<file path="src/rtl/pipeline_prog_pkg.sv">
// Shared opcodes, FSM state encoding and response-word constants for the pipeline program loader.
// Optional feature macro used by the loader: PROG_LOADER_VERIFY_EN (write-verify of DMEM_WR).
package pipeline_prog_pkg;

   typedef logic [2:0] opcode_t;
   typedef logic [3:0] state_t;

   localparam opcode_t OP_NOP     = 3'd0;
   localparam opcode_t OP_IMEM_WR = 3'd1;
   localparam opcode_t OP_DMEM_WR = 3'd2;
   localparam opcode_t OP_DMEM_RD = 3'd3;
   localparam opcode_t OP_PC_RST  = 3'd4;
   localparam opcode_t OP_RUN     = 3'd5;
   localparam opcode_t OP_STEP    = 3'd6;

   localparam state_t ST_IDLE = 4'd0;
   localparam state_t ST_WR   = 4'd1;
   localparam state_t ST_RD   = 4'd2;
   localparam state_t ST_CAP  = 4'd3;
   localparam state_t ST_RSP  = 4'd4;
   localparam state_t ST_PCR1 = 4'd5;
   localparam state_t ST_PCR2 = 4'd6;
   localparam state_t ST_RUN  = 4'd7;
   localparam state_t ST_STEP = 4'd8;

   // Verify error word: MSB flag set, dmem address in the low bits, zeros between.
   localparam logic ERR_FLAG = 1'b1;

endpackage

</file>
<file path="src/rtl/pipeline_prog_loader_run_counter.sv">
// RUN cycle down-counter: load a value, decrement on request, flag when it reaches zero.
module prog_run_counter #(
   parameter int W = 16
) (
   input  logic         clk,
   input  logic         rst_n,
   input  logic         i_load,
   input  logic [W-1:0] i_load_val,
   input  logic         i_dec,
   output logic         o_zero
);

   logic [W-1:0] r_count;

   always_ff @(posedge clk or negedge rst_n) begin
      if (!rst_n) begin
         r_count <= '0;
      end else if (i_load) begin
         r_count <= i_load_val;
      end else if (i_dec) begin
         r_count <= r_count - W'(1);
      end
   end

   assign o_zero = (r_count == '0);

endmodule

</file>
<file path="src/rtl/pipeline_prog_loader.sv">
// Host command sequencer driving the pipeline core's programming ports, PC reset, run and step.
// Define PROG_LOADER_VERIFY_EN to read back and check every DMEM_WR, reporting the result as a response.
module pipeline_prog_loader
   import pipeline_prog_pkg::*;
#(
   parameter int IADDR_W  = 9,
   parameter int DADDR_W  = 8,
   parameter int DATA_W   = 64,
   parameter int RUNCNT_W = 16
) (
   input  logic               clk,
   input  logic               reset_n,
   input  logic               cmd_valid,
   output logic               cmd_ready,
   input  logic [2:0]         cmd_op,
   input  logic [IADDR_W-1:0] cmd_addr,
   input  logic [DATA_W-1:0]  cmd_data,
   output logic               rsp_valid,
   input  logic               rsp_ready,
   output logic [DATA_W-1:0]  rsp_data,
   output logic               busy,
   output logic               run,
   output logic               step,
   output logic               pc_reset_pulse,
   output logic               imem_prog_we,
   output logic [IADDR_W-1:0] imem_prog_addr,
   output logic [31:0]        imem_prog_wdata,
   output logic               dmem_prog_en,
   output logic               dmem_prog_we,
   output logic [DADDR_W-1:0] dmem_prog_addr,
   output logic [DATA_W-1:0]  dmem_prog_wdata,
   input  logic [DATA_W-1:0]  dmem_prog_rdata
);

   state_t               r_state;
   state_t               w_state_next;
   opcode_t              r_op;
   logic [IADDR_W-1:0]   r_addr;
   logic [DATA_W-1:0]    r_data;
   logic                 r_cmd_ready, r_busy, r_run, r_step, r_pcr;
   logic                 r_imem_we, r_dmem_en, r_dmem_we, r_rsp_valid;
   logic [IADDR_W-1:0]   r_imem_addr;
   logic [31:0]          r_imem_wdata;
   logic [DADDR_W-1:0]   r_dmem_addr;
   logic [DATA_W-1:0]    r_dmem_wdata;
   logic [DATA_W-1:0]    r_rsp_data;

   logic                 w_accept, w_cnt_zero, w_run_nonzero;
   logic                 w_wr_imem, w_wr_dmem, w_dmem_en;
   opcode_t              w_op;
   logic [IADDR_W-1:0]   w_addr;
   logic [DATA_W-1:0]    w_data;
   logic [DATA_W-1:0]    w_cap_data;

   assign w_accept      = cmd_valid & r_cmd_ready;
   assign w_op          = w_accept ? cmd_op   : r_op;
   assign w_addr        = w_accept ? cmd_addr : r_addr;
   assign w_data        = w_accept ? cmd_data : r_data;
   assign w_run_nonzero = |cmd_data[RUNCNT_W-1:0];

   // Counter holds remaining RUN cycles minus one, so zero marks the final run cycle.
   prog_run_counter #(.W(RUNCNT_W)) u_run_counter (
      .clk        (clk),
      .rst_n      (reset_n),
      .i_load     (w_accept && (cmd_op == OP_RUN)),
      .i_load_val (cmd_data[RUNCNT_W-1:0] - RUNCNT_W'(1)),
      .i_dec      ((r_state == ST_RUN) && !w_cnt_zero),
      .o_zero     (w_cnt_zero)
   );

   always_comb begin
      w_state_next = r_state;
      case (r_state)
         ST_IDLE: begin
            if (w_accept) begin
               case (cmd_op)
                  OP_IMEM_WR, OP_DMEM_WR: w_state_next = ST_WR;
                  OP_DMEM_RD:             w_state_next = ST_RD;
                  OP_PC_RST:              w_state_next = ST_PCR1;
                  OP_RUN:                 w_state_next = w_run_nonzero ? ST_RUN : ST_IDLE;
                  OP_STEP:                w_state_next = ST_STEP;
                  default:                w_state_next = ST_IDLE;
               endcase
            end
         end
`ifdef PROG_LOADER_VERIFY_EN
         ST_WR:   w_state_next = (r_op == OP_DMEM_WR) ? ST_RD : ST_IDLE;
`else
         ST_WR:   w_state_next = ST_IDLE;
`endif
         ST_RD:   w_state_next = ST_CAP;
         ST_CAP:  w_state_next = ST_RSP;
         ST_RSP:  w_state_next = rsp_ready ? ST_IDLE : ST_RSP;
         ST_PCR1: w_state_next = ST_PCR2;
         ST_PCR2: w_state_next = ST_IDLE;
         ST_RUN:  w_state_next = w_cnt_zero ? ST_IDLE : ST_RUN;
         ST_STEP: w_state_next = ST_IDLE;
         default: w_state_next = ST_IDLE;
      endcase
   end

   assign w_wr_imem = (w_state_next == ST_WR) && (w_op == OP_IMEM_WR);
   assign w_wr_dmem = (w_state_next == ST_WR) && (w_op == OP_DMEM_WR);
   assign w_dmem_en = w_wr_dmem || (w_state_next == ST_RD);

`ifdef PROG_LOADER_VERIFY_EN
   logic [DATA_W-1:0] w_err_word;

   always_comb begin
      w_err_word                = '0;
      w_err_word[DATA_W-1]      = ERR_FLAG;
      w_err_word[DADDR_W-1:0]   = r_addr[DADDR_W-1:0];
   end

   // A read reached via DMEM_WR is a verify readback; plain DMEM_RD returns the data itself.
   assign w_cap_data = (r_op != OP_DMEM_WR)        ? dmem_prog_rdata :
                       (dmem_prog_rdata == r_data) ? '0              : w_err_word;
`else
   assign w_cap_data = dmem_prog_rdata;
`endif

   // Every output is a flop computed from the next state, so each strobe lines up with its state.
   always_ff @(posedge clk or negedge reset_n) begin
      if (!reset_n) begin
         r_state      <= ST_IDLE;
         r_op         <= OP_NOP;
         r_addr       <= '0;
         r_data       <= '0;
         r_cmd_ready  <= 1'b0;
         r_busy       <= 1'b0;
         r_run        <= 1'b0;
         r_step       <= 1'b0;
         r_pcr        <= 1'b0;
         r_imem_we    <= 1'b0;
         r_imem_addr  <= '0;
         r_imem_wdata <= '0;
         r_dmem_en    <= 1'b0;
         r_dmem_we    <= 1'b0;
         r_dmem_addr  <= '0;
         r_dmem_wdata <= '0;
         r_rsp_valid  <= 1'b0;
         r_rsp_data   <= '0;
      end else begin
         r_state      <= w_state_next;
         r_op         <= w_op;
         r_addr       <= w_addr;
         r_data       <= w_data;
         r_cmd_ready  <= (w_state_next == ST_IDLE);
         r_busy       <= (w_state_next != ST_IDLE);
         r_run        <= (w_state_next == ST_RUN);
         r_step       <= (w_state_next == ST_STEP);
         r_pcr        <= (w_state_next == ST_PCR1);
         r_imem_we    <= w_wr_imem;
         r_imem_addr  <= w_wr_imem ? w_addr : '0;
         r_imem_wdata <= w_wr_imem ? w_data[31:0] : '0;
         r_dmem_en    <= w_dmem_en;
         r_dmem_we    <= w_wr_dmem;
         r_dmem_addr  <= w_dmem_en ? w_addr[DADDR_W-1:0] : '0;
         r_dmem_wdata <= w_wr_dmem ? w_data : '0;
         r_rsp_valid  <= (w_state_next == ST_RSP);
         if (r_state == ST_CAP) begin
            r_rsp_data <= w_cap_data;
         end
      end
   end

   assign cmd_ready       = r_cmd_ready;
   assign busy            = r_busy;
   assign run             = r_run;
   assign step            = r_step;
   assign pc_reset_pulse  = r_pcr;
   assign imem_prog_we    = r_imem_we;
   assign imem_prog_addr  = r_imem_addr;
   assign imem_prog_wdata = r_imem_wdata;
   assign dmem_prog_en    = r_dmem_en;
   assign dmem_prog_we    = r_dmem_we;
   assign dmem_prog_addr  = r_dmem_addr;
   assign dmem_prog_wdata = r_dmem_wdata;
   assign rsp_valid       = r_rsp_valid;
   assign rsp_data        = r_rsp_data;

endmodule

</file>
<file path="config.mk">
export PLATFORM = sky130hd
export DESIGN_NAME = pipeline_prog_loader
export DESIGN_NICKNAME = d
export VERILOG_FILES = /design/src/rtl/pipeline_prog_pkg.sv /design/src/rtl/pipeline_prog_loader_run_counter.sv /design/src/rtl/pipeline_prog_loader.sv
export SDC_FILE = /design/constraint.sdc
export NUM_CORES = 1
export LEC_CHECK = 0
export ABC_AREA = 0
export CORE_UTILIZATION = 51
export DETAILED_ROUTE_END_ITERATION = 12
export GPL_ROUTABILITY_DRIVEN = 0
export PLACE_DENSITY = 0.86
export SLEW_MARGIN = 20
export SYNTH_ARGS = -nofsm -noshare
export SYNTH_HDL_FRONTEND = slang
export SYNTH_SLANG_ARGS = --single-unit
</file>
<file path="constraint.sdc">
create_clock -name clk -period 5.4 [get_ports clk]
set_input_delay 0.54 -clock clk [delete_from_list [all_inputs] [get_ports clk]]
set_output_delay 0.54 -clock clk [all_outputs]
set_load 0.1 [all_outputs]
</file>
# == Word-level counts from Yosys, hierarchy flattened ==
# Index checks and enable logic that the tools add are counted.
# totals
register_bits,282
input_bits,144
output_inout_bits,186
word_cells,69
# classes
n_addsub,2
eq_ne,19
n_mux,15
bitwise,1
reduce_logical,13
# ops
cell,n
64-bit 2-to-1 mux,2
16-bit 2-to-1 mux,2
32-bit 2-to-1 mux,1
"16-bit by 1-bit subtractor with 16-bit output, second input constant",2
"4-bit by 3-bit == test with 1-bit output, second input constant",6
4-bit one-hot mux with 6 select lines,1
4-bit one-hot mux with 5 select lines,1
9-bit 2-to-1 mux,2
16-bit zero test,1
16-bit OR reduction,1
"4-bit by 2-bit == test with 1-bit output, second input constant",3
3-bit 2-to-1 mux,4
"3-bit by 2-bit == test with 1-bit output, second input constant",3
"3-bit == test, second input constant",3
4-bit zero test,2
8-bit 2-to-1 mux,1
"3-bit by 1-bit == test with 1-bit output, second input constant",2
"4-bit by 1-bit == test with 1-bit output, second input constant",1
"4-bit == test, second input constant",1
1-bit logical AND,4
4-bit 2-to-1 mux,1
4-bit nonzero test,1
2-bit nonzero test,1
2-bit OR reduction,1
3 further kinds,3

# == Longest topological paths before layout ==
# Gate-level depths: netlist of run 1.
# logic_depth
word_depth,9
depth_mapped,12
depth_no_buf,9

# == Cells and area by module ==
# From an unflattened synthesis of run 1, not the netlist that was laid out.
# unflattened
hier_cells,809
area_unflattened_um2,10667.7
# modules_own_cells
mod,n_inst,cells_per_inst,area_per_inst_um2,seq_area_each_um2
pipeline_prog_loader,1,697,9641.7,6656.4
prog_run_counter,1,112,1026.0,400.4

# == Least setup slack after synthesis of run 1 ==
# No wires, ideal clock.
# synth_path
path_type,register -> register
start,"register r_cmd_ready, in the netlist cmd_ready"
end,register u_run_counter.r_count[10]
setup_ns,0.139
t_arrival_ns,2.994
required_ns,5.261
slack_ns,2.267
stages_incl_launch_ff,13
n_path_buf,3
period_less_slack_ns,3.133
path_cell_list,dfrtp_1 and3_1 clkbuf_1 nand2_1 clkbuf_1 mux2i_1 ha_1 buf_4 o311ai_0 o22ai_1 nand3_1 xor2_1 mux2i_1
# synth_via
elab_chain_cells,3
word_cells_on_any_way,4
cone_classes,1 x mux; 1 x bitwise; 2 x reduce/logical
# synth_rtl
item,line_no,text
from (decl),pipeline_prog_loader.sv:40,"logic r_cmd_ready, r_busy, r_run, r_step, r_pcr;"
from (signal assigned),pipeline_prog_loader.sv:148,r_cmd_ready <= (w_state_next == ST_IDLE);
1-bit AND (*),pipeline_prog_loader.sv:55,assign w_accept = cmd_valid & r_cmd_ready;
1-bit logical AND (*),pipeline_prog_loader.sv:65,".i_load (w_accept && (cmd_op == OP_RUN)),"
16-bit 2-to-1 mux / 2-bit nonzero test (equally long branches),--,
to (signal assigned),pipeline_prog_loader_run_counter.sv:19,r_count <= i_load_val;
to (signal assigned),pipeline_prog_loader_run_counter.sv:21,r_count <= r_count - W'(1);
to (decl),pipeline_prog_loader_run_counter.sv:13,logic [W-1:0] r_count;
# Mark *: on every way between the ends. The rest lies on a longest branch, timed or not.
# A chain may end at the register's enable or synchronous reset.

# == Final worst setup path of run 1 ==
# layout_path
start,input cmd_data[4]
end,"register r_dmem_wdata[35], in the netlist dmem_prog_wdata[35]"
# layout_via
elab_chain_cells,8
# layout_rtl
item,line_no,text
from (decl),pipeline_prog_loader.sv:17,"input logic [DATA_W-1:0] cmd_data,"
16-bit OR reduction,pipeline_prog_loader.sv:59,assign w_run_nonzero = |cmd_data[RUNCNT_W-1:0];
3-bit 2-to-1 mux,pipeline_prog_loader.sv:80,OP_RUN: w_state_next = w_run_nonzero ? ST_RUN : ST_IDLE;
4-bit one-hot mux with 5 select lines,pipeline_prog_loader.sv:76,case (cmd_op)
4-bit 2-to-1 mux,pipeline_prog_loader.sv:75,if (w_accept) begin
4-bit one-hot mux with 6 select lines,pipeline_prog_loader.sv:73,case (r_state)
4-bit by 1-bit == test with 1-bit output,pipeline_prog_loader.sv:103,assign w_wr_dmem = (w_state_next == ST_WR) && (w_op == OP_DMEM_WR);
1-bit logical AND,pipeline_prog_loader.sv:103,
64-bit 2-to-1 mux,pipeline_prog_loader.sv:159,r_dmem_wdata <= w_wr_dmem ? w_data : '0;
to (signal assigned),pipeline_prog_loader.sv:159,
to (decl),pipeline_prog_loader.sv:45,logic [DATA_W-1:0] r_dmem_wdata;
# Every way passes these cells.

==> results of run 1 <==
synthesized netlist by cell type (2+ instances only):
cell / number
mux2_2: 131
clkbuf_1: 28
nor4_1: 2
nor4_2: 2
inv_1: 13
buf_6: 3
o21a_1: 2
nor3b_1: 58
a31o_2: 2
and3_1: 2
mux2i_1: 14
a31oi_1: 5
nand3_1: 8
o31ai_1: 2
xnor2_1: 12
nor2_1: 59
buf_2: 8
and4_1: 2
xor2_1: 17
nor3_1: 23
nand4_1: 6
or3_1: 5
or2_1: 2
or2_2: 2
nor2b_1: 3
o21ai_0: 8
or4_1: 3
a211oi_1: 3
buf_1: 7
nand3b_1: 2
dfrtp_1: 282
a21oi_1: 20
nand2_1: 63
logic make-up (layout without fill, tap and decap cells):
logic type,count (synthesis),in the layout,synth area share
fa+ha+maj,1,1,0.001154
buf+inv,60,405,0.02412
flops,282,282,0.6507
xor+xnor,29,29,0.02342
simple gates,247,247,0.1205
compound gates,53,53,0.03115
mux,145,145,0.1490
worst paths after layout:
check | startpoint | to | slack, ns | cells past startpoint
hold reg to reg | r_data[55] | r_data[55] | 0.49 | 1
setup / recovery | cmd_data[4] | dmem_prog_wdata[35] | 1.81 | 8
min in group clk | r_data[55] | r_data[55] | 0.49 | 1
setup reg to reg | u_run_counter.r_count[13] | dmem_prog_wdata[35] | 2.00 | 7
max in group asynchronous | reset_n | dmem_prog_wdata[44] | 4.12 | 2
hold / removal | reset_n | rsp_data[1] | 0.03 | 1
metrics by stage:
| stage | instances | setup WS (ns) |
|---|---|---|
| after floorplan | 817 | 2.267 |
| after global placement | 1379 | 1.482 |
| after detailed placement | 1379 | 1.332 |
| after CTS | 1432 | 1.864 |
| after global routing | 1432 | 1.571 |
| final | 1432 | 1.811 |
routing by layer:
metal,GRT usage,vias up
met5,0,-
met2,0.4601,311
met3,0.09290,68
met1,0.3175,3863
li1,-,3454
met4,0.1015,0
worst max-delay path, stage by stage:
cell and delay (ns):
clkdlybuf4s50_1 0.52, nor4_2 0.44, nand4_1 0.30, o311a_1 0.44, nor4_2 0.86, nand4_1 0.22, buf_4 0.37, nor3b_1 0.29
placed cells by master, fill, tap and decap left out, types with 8 or more instances in the layout:
master | synthesis | final
dfrtp_1 | 282 | 282
inv_1 | 13 | 13
nor3b_1 | 58 | 58
nand3_1 | 8 | 8
buf_4 | 1 | 9
nor2_1 | 59 | 59
nor3_1 | 23 | 21
o21ai_0 | 8 | 8
mux2_2 | 131 | 131
nand2_1 | 63 | 62
clkdlybuf4s50_1 | 0 | 328
clkbuf_1 | 28 | 9
mux2i_1 | 14 | 14
xnor2_1 | 12 | 12
xor2_1 | 17 | 17
clkbuf_16 | 0 | 29
a21oi_1 | 20 | 20
state kept, by name, indices dropped and copies added (netlist names), 4 cells and up:
register and count:
r_addr 9, dmem_prog_addr 8, imem_prog_wdata 32, r_state 4, u_run_counter.r_count 16, imem_prog_addr 9, r_data 64, rsp_data 64
dmem_prog_wdata 64
cell type report:
cell class,instances,area [µm²],share of cell area
multi-input combinational,475,3543,0.2312
timing repair buffer,339,3386,0.2209
sequential,282,7057,0.4605
clock inverter,9,110.1,0.007185
clock buffer,44,842.1,0.05495
inverter,13,48.80,0.003184
tap,270,337.8,0.02204
power by group:
group          internal, mW  leakage (nW)  switching (mW)
logic                  1.43          2.43            3.90
clock network          1.17         0.456           0.799
registers              2.83          3.57           0.328
total                  5.43          6.46            5.03
==> impl_metrics.csv, run 1 <==
group,metric,value,unit
floorplanning,placementRows,52,
floorplanning,start_util,0.5274,
final_layout,nets,1285,
yosys,synth_flop_cell,"dfrtp_1",
route,totalWireLength,29.22,mm
sta,period_needed,3.589,ns
yosys,syn-num-nets,962,
route,wl_met2,14.45,mm
sta,slew_headroom,0.2653,
sta,period_share,0.6646,
route,first_iter_violations,300,
cts,numCtsBuffers,29,
run_status,status,"complete, no violations",
cts,root_buffer,"clkbuf_16",
sta,slew_violations,0,
yosys,async_reset_ff_frac,1.000,
sta,fin_hold_ws,0.02717,ns
yosys,yosys-top-cells-area,"dfrtp_1 65%, mux2_2 14%, nor3b_1 4.0%, nand2_1 2.2%, nor2_1 2.0%",
yosys,synth_edf_count,0,
floorplanning,dieArea,21850,µm²
global_routing,first_global_vias,8204,
cts,cts_resized,0,
power,p_per_area,682.5,nW/µm²
power,p_total,10.46,mW
setup_path,end_kind,"flip-flop",
cts,ctsHoldBuffers,0,
place,io_buffers,329,
cts,cts-htree-levels,1,
yosys,synth.avg_cell_area,13.27,µm²
final_layout,final_cell_area,15320,µm²
yosys,yosysUniqueCellTypes,51,
global_routing,grt_max_degree,120,
sta,hold_violations,0,
setup_path,critPathKind,"input port to flip-flop",
floorplanning,io-pin-count,330,
sta,rsz0062_at_grt,"no",
sta,tightest_slew,1.099,ns
yosys,synthCells,817,
route,viasPerCell,5.374,
place,place_hpwl,20.12,mm
floorplanning,die_w,147.8,µm
route,wl_per_cell,20.40,µm
final_layout,fillers,1361,
global_routing,grt_use_total,0.2707,
yosys,ys_seq_elements,282,
final_layout,num_antenna_cells,0,
route,met1_length,10.90,mm
setup_path,path_max_fanout,59,
cts,clock_latency,0.54,ns
power,power_leakage,6.459,nW
global_routing,antenna_found_initial,0,
route,drc,0,
yosys,syn_area,10840,µm²
cts,post_cts_buffers,0,
route,wl_met3,2.762,mm
cts,clkTransAtPathRegs,0.06,ns
sta,skew,0.01244,ns
sta,finalSetupTns,0,ns
final_layout,utilization,0.7454,
setup_path,startpoint_type,"input port",
route,dr_total_vias,7696,
floorplanning,fp.dieH,147.8,µm
floorplanning,core-area,20560,µm²
setup_path,crit_arrival,4.03,ns
yosys,ys_warn_count,0,
global_routing,grt_remaining_overflow,0,
sta,setup_violations,0,
route,dr.pass1.iters,5,
place,place_area,14370,µm²
cts,cts_tree,"built",
route,highest_layer,"met4",
cts,clk_path_buf_depth,3,
job,cap_violations,0,
setup_path,cp.required,5.84,ns
final_layout,area_growth,41.32,%
cts,numClockSinks,282,
hold_path,hp-class,"input port to async pin",
yosys,synthDominantCellAreaShare,0.6507,
route,ant_nets,0,
sta,fmax,278.7,MHz
final_layout,drive_above_1_share,0.1713,
global_routing,grt_pass1_wl,45.26,mm
power,peakVddDrop,0.3734,mV
yosys,synth_largest_area_cell,"dfrtp_1",
yosys,synth_seq_area_share,0.6507,
(Power assumes the default switching activity.)
==> run 2: changes to the inputs <==
--- a/config.mk
+++ b/config.mk
@@ -6,10 +6,10 @@
 export NUM_CORES = 1
 export LEC_CHECK = 0
 export ABC_AREA = 0
-export CORE_UTILIZATION = 51
+export CORE_UTILIZATION = 42
 export DETAILED_ROUTE_END_ITERATION = 12
 export GPL_ROUTABILITY_DRIVEN = 0
-export PLACE_DENSITY = 0.86
+export PLACE_DENSITY = 0.76
 export SLEW_MARGIN = 20
 export SYNTH_ARGS = -nofsm -noshare
 export SYNTH_HDL_FRONTEND = slang
==> constraint.sdc (replaced) <==
create_clock -name clk -period 3.3 [get_ports clk]
set_input_delay 0.33 -clock clk [delete_from_list [all_inputs] [get_ports clk]]
set_output_delay 0.33 -clock clk [all_outputs]
set_load 0.1 [all_outputs]
==> run 2 against run 1 <==
Effect of this change:
- via count fell by 2.2%
- clock skew about the same
- cell count grew 5.5%
- critical path depth is the same
- design area up 2.2%
- critical path type is now flip-flop to flip-flop
- largest power group unchanged
- highest routed layer unchanged
==> impl_metrics.csv, run 2 (synthesis results as in run 1) <==
group,metric,value,unit
run_status,status,"complete, no violations",
global_routing,grt.busiest_layer,"met2",
floorplanning,core-area,25250,µm²
floorplanning,placementRows,58,
global_routing,grt_max_degree,78,
cts,cts_tree,"built",
cts,root_buffer,"clkbuf_16",
sta,hold_violations,0,
place,dp.cells,1455,
floorplanning,fp.dieH,162.7,µm
final_layout,final_common_cell,"clkdlybuf4s50_1",
global_routing,grt_use_total,0.2074,
power,peakVddDrop,0.9952,mV
setup_path,cpMostUsedCell,"buf_12",
final_layout,instances_no_fill,1511,
setup_path,cp_num_buf_inv,2,
power,power_leakage,6.623,nW
route,viasPerCell,4.983,
route,first_iter_violations,382,
setup_path,crit_arrival,3.24,ns
setup_path,cpPeakStageDelay,0.57,ns
cts,numClockSinks,282,
final_layout,utilization,0.6201,
global_routing,use_met2,0.3518,
place,io_buffers,329,
cts,cts-htree-levels,1,
setup_path,path_max_fanout,35,
cts,clk_path_buf_depth,3,
route,wl_per_cell,18.38,µm
sta,slew_violations,0,
setup_path,reg2reg_setup_slack,0.50,ns
power,p_per_area,1106,nW/µm²
cts,numCtsBuffers,30,
floorplanning,io-pin-count,330,
floorplanning,die_w,162.7,µm
job,cap_violations,0,
sta,skew,0.01256,ns
final_layout,drive_above_1_share,0.1880,
global_routing,use_met1,0.2490,
setup_path,reg2reg_to,"dmem_prog_wdata[51]",
sta,finalSetupTns,0,ns
global_routing,grt_pass1_wl,42.84,mm
setup_path,r2r-start,"u_run_counter.r_count[5]",
global_routing,grt_use_met3,0.07359,
hold_path,hp-class,"input port to async pin",
route,dr.pass1.iters,4,
place,pre_cts_ws,0.1459,ns
final_layout,area_growth,44.42,%
place,place_hpwl,19.49,mm
cts,cts_resized,0,
floorplanning,dieArea,26470,µm²
sta,setup_slack,0.4991,ns
setup_path,cp.required,3.74,ns
setup_path,path_delay_family,"simple AND/OR/NAND/NOR gates",
final_layout,layout_common_cells,"326 x clkdlybuf4s50_1, 282 x dfrtp_1, 131 x mux2_2",
cts,clkTransAtPathRegs,0.06,ns
sta,period_share,0.8488,
setup_path,r2r_cells,8,
global_routing,first_global_vias,7872,
floorplanning,start_util,0.4294,
sta,fmax,357.0,MHz
sta,setup_violations,0,
cts,clock_latency,0.54,ns
setup_path,critPathKind,"flip-flop to flip-flop",
setup_path,crit_slowest_cell,"nor4_1",
global_routing,grt_remaining_overflow,0,
sta,tightest_slew,1.068,ns
final_layout,nets,1303,
final_layout,num_antenna_cells,0,
route,dr_total_vias,7530,
sta,fin_hold_ws,0.3694,ns
sta,rsz0062_at_grt,"no",
route,ant_nets,0,
setup_path,end_kind,"flip-flop",
route,drc,0,
sta,slew_headroom,0.2859,
setup_path,cp_cell_sequence,"nor4_1 > and2_1 > a31oi_1 > nor4_2 > nand4_1 > buf_12 > buf_12 > nor3b_1",
setup_path,startpoint_type,"flip-flop",
sta,period_needed,2.801,ns
global_routing,antenna_found_initial,0,
route,totalWireLength,27.77,mm
-- run 2: worst max-delay path by stage --
| stage | from | cells after the start | end | slack [ns] |
|---|---|---|---|---|
| finish | u_run_counter.r_count[5] | 8 | dmem_prog_wdata[51] | 0.50 |
| global route | u_run_counter.r_count[5] | 9 | dmem_prog_wdata[26] | 0.29 |
| CTS | u_run_counter.r_count[5] | 8 | dmem_prog_wdata[7] | 0.54 |
| detailed placement | cmd_data[12] | 9 | dmem_prog_wdata[51] | 0.15 |
| global placement | cmd_data[12] | 10 | dmem_prog_wdata[42] | 0.22 |
| floorplan | cmd_ready | 12 | u_run_counter.r_count[10] | 0.17 |
-- run 2: worst reg2reg max path, stage by stage, from the launching register on --
cell and delay, ns:
dfrtp_1 0.39, nor4_1 0.57, and2_1 0.30, a31oi_1 0.21
nor4_2 0.39, nand4_1 0.19, buf_12 0.21, buf_12 0.18
nor3b_1 0.27
-- run 2: what timing repair did --
| item | CTS | global route |
|---|---|---|
| hold endpoints to repair | 70 | 0 |
| hold buffers | 1 | 0 |
| buffers inserted | 0 | 0 |
-- run 2: per-layer routing --
metal,share of wire,up-vias
met5,0,-
met4,0.022,0
met3,0.097,39
met2,0.49,287
met1,0.39,3719
li1,-,3485
-- run 2: area by class of cell --
cell class / instances / area, µm²
Multi-Input combinational cell: 475 / 3543
Timing Repair Buffer: 356 / 3561
Clock inverter: 7 / 88.84
Fill cell: 1923 / 9593
Sequential cell: 282 / 7057
Tap cell: 330 / 412.9
Inverter: 13 / 48.80
Clock buffer: 48 / 949.7
-- run 2: through the flow --
stage	total power, mW	cell area, µm²
final	17.32	15660
after global routing	18.09	15660
after CTS	17.51	15660
after detailed placement	14.02	14610
after global placement	13.87	14610
after floorplan	11.68	10840
-- run 2: power by group --
group	internal, mW	leakage, nW	switching, mW
registers	4.63	3.57	0.493
clock network	2.11	0.517	1.31
logic	2.46	2.53	6.32
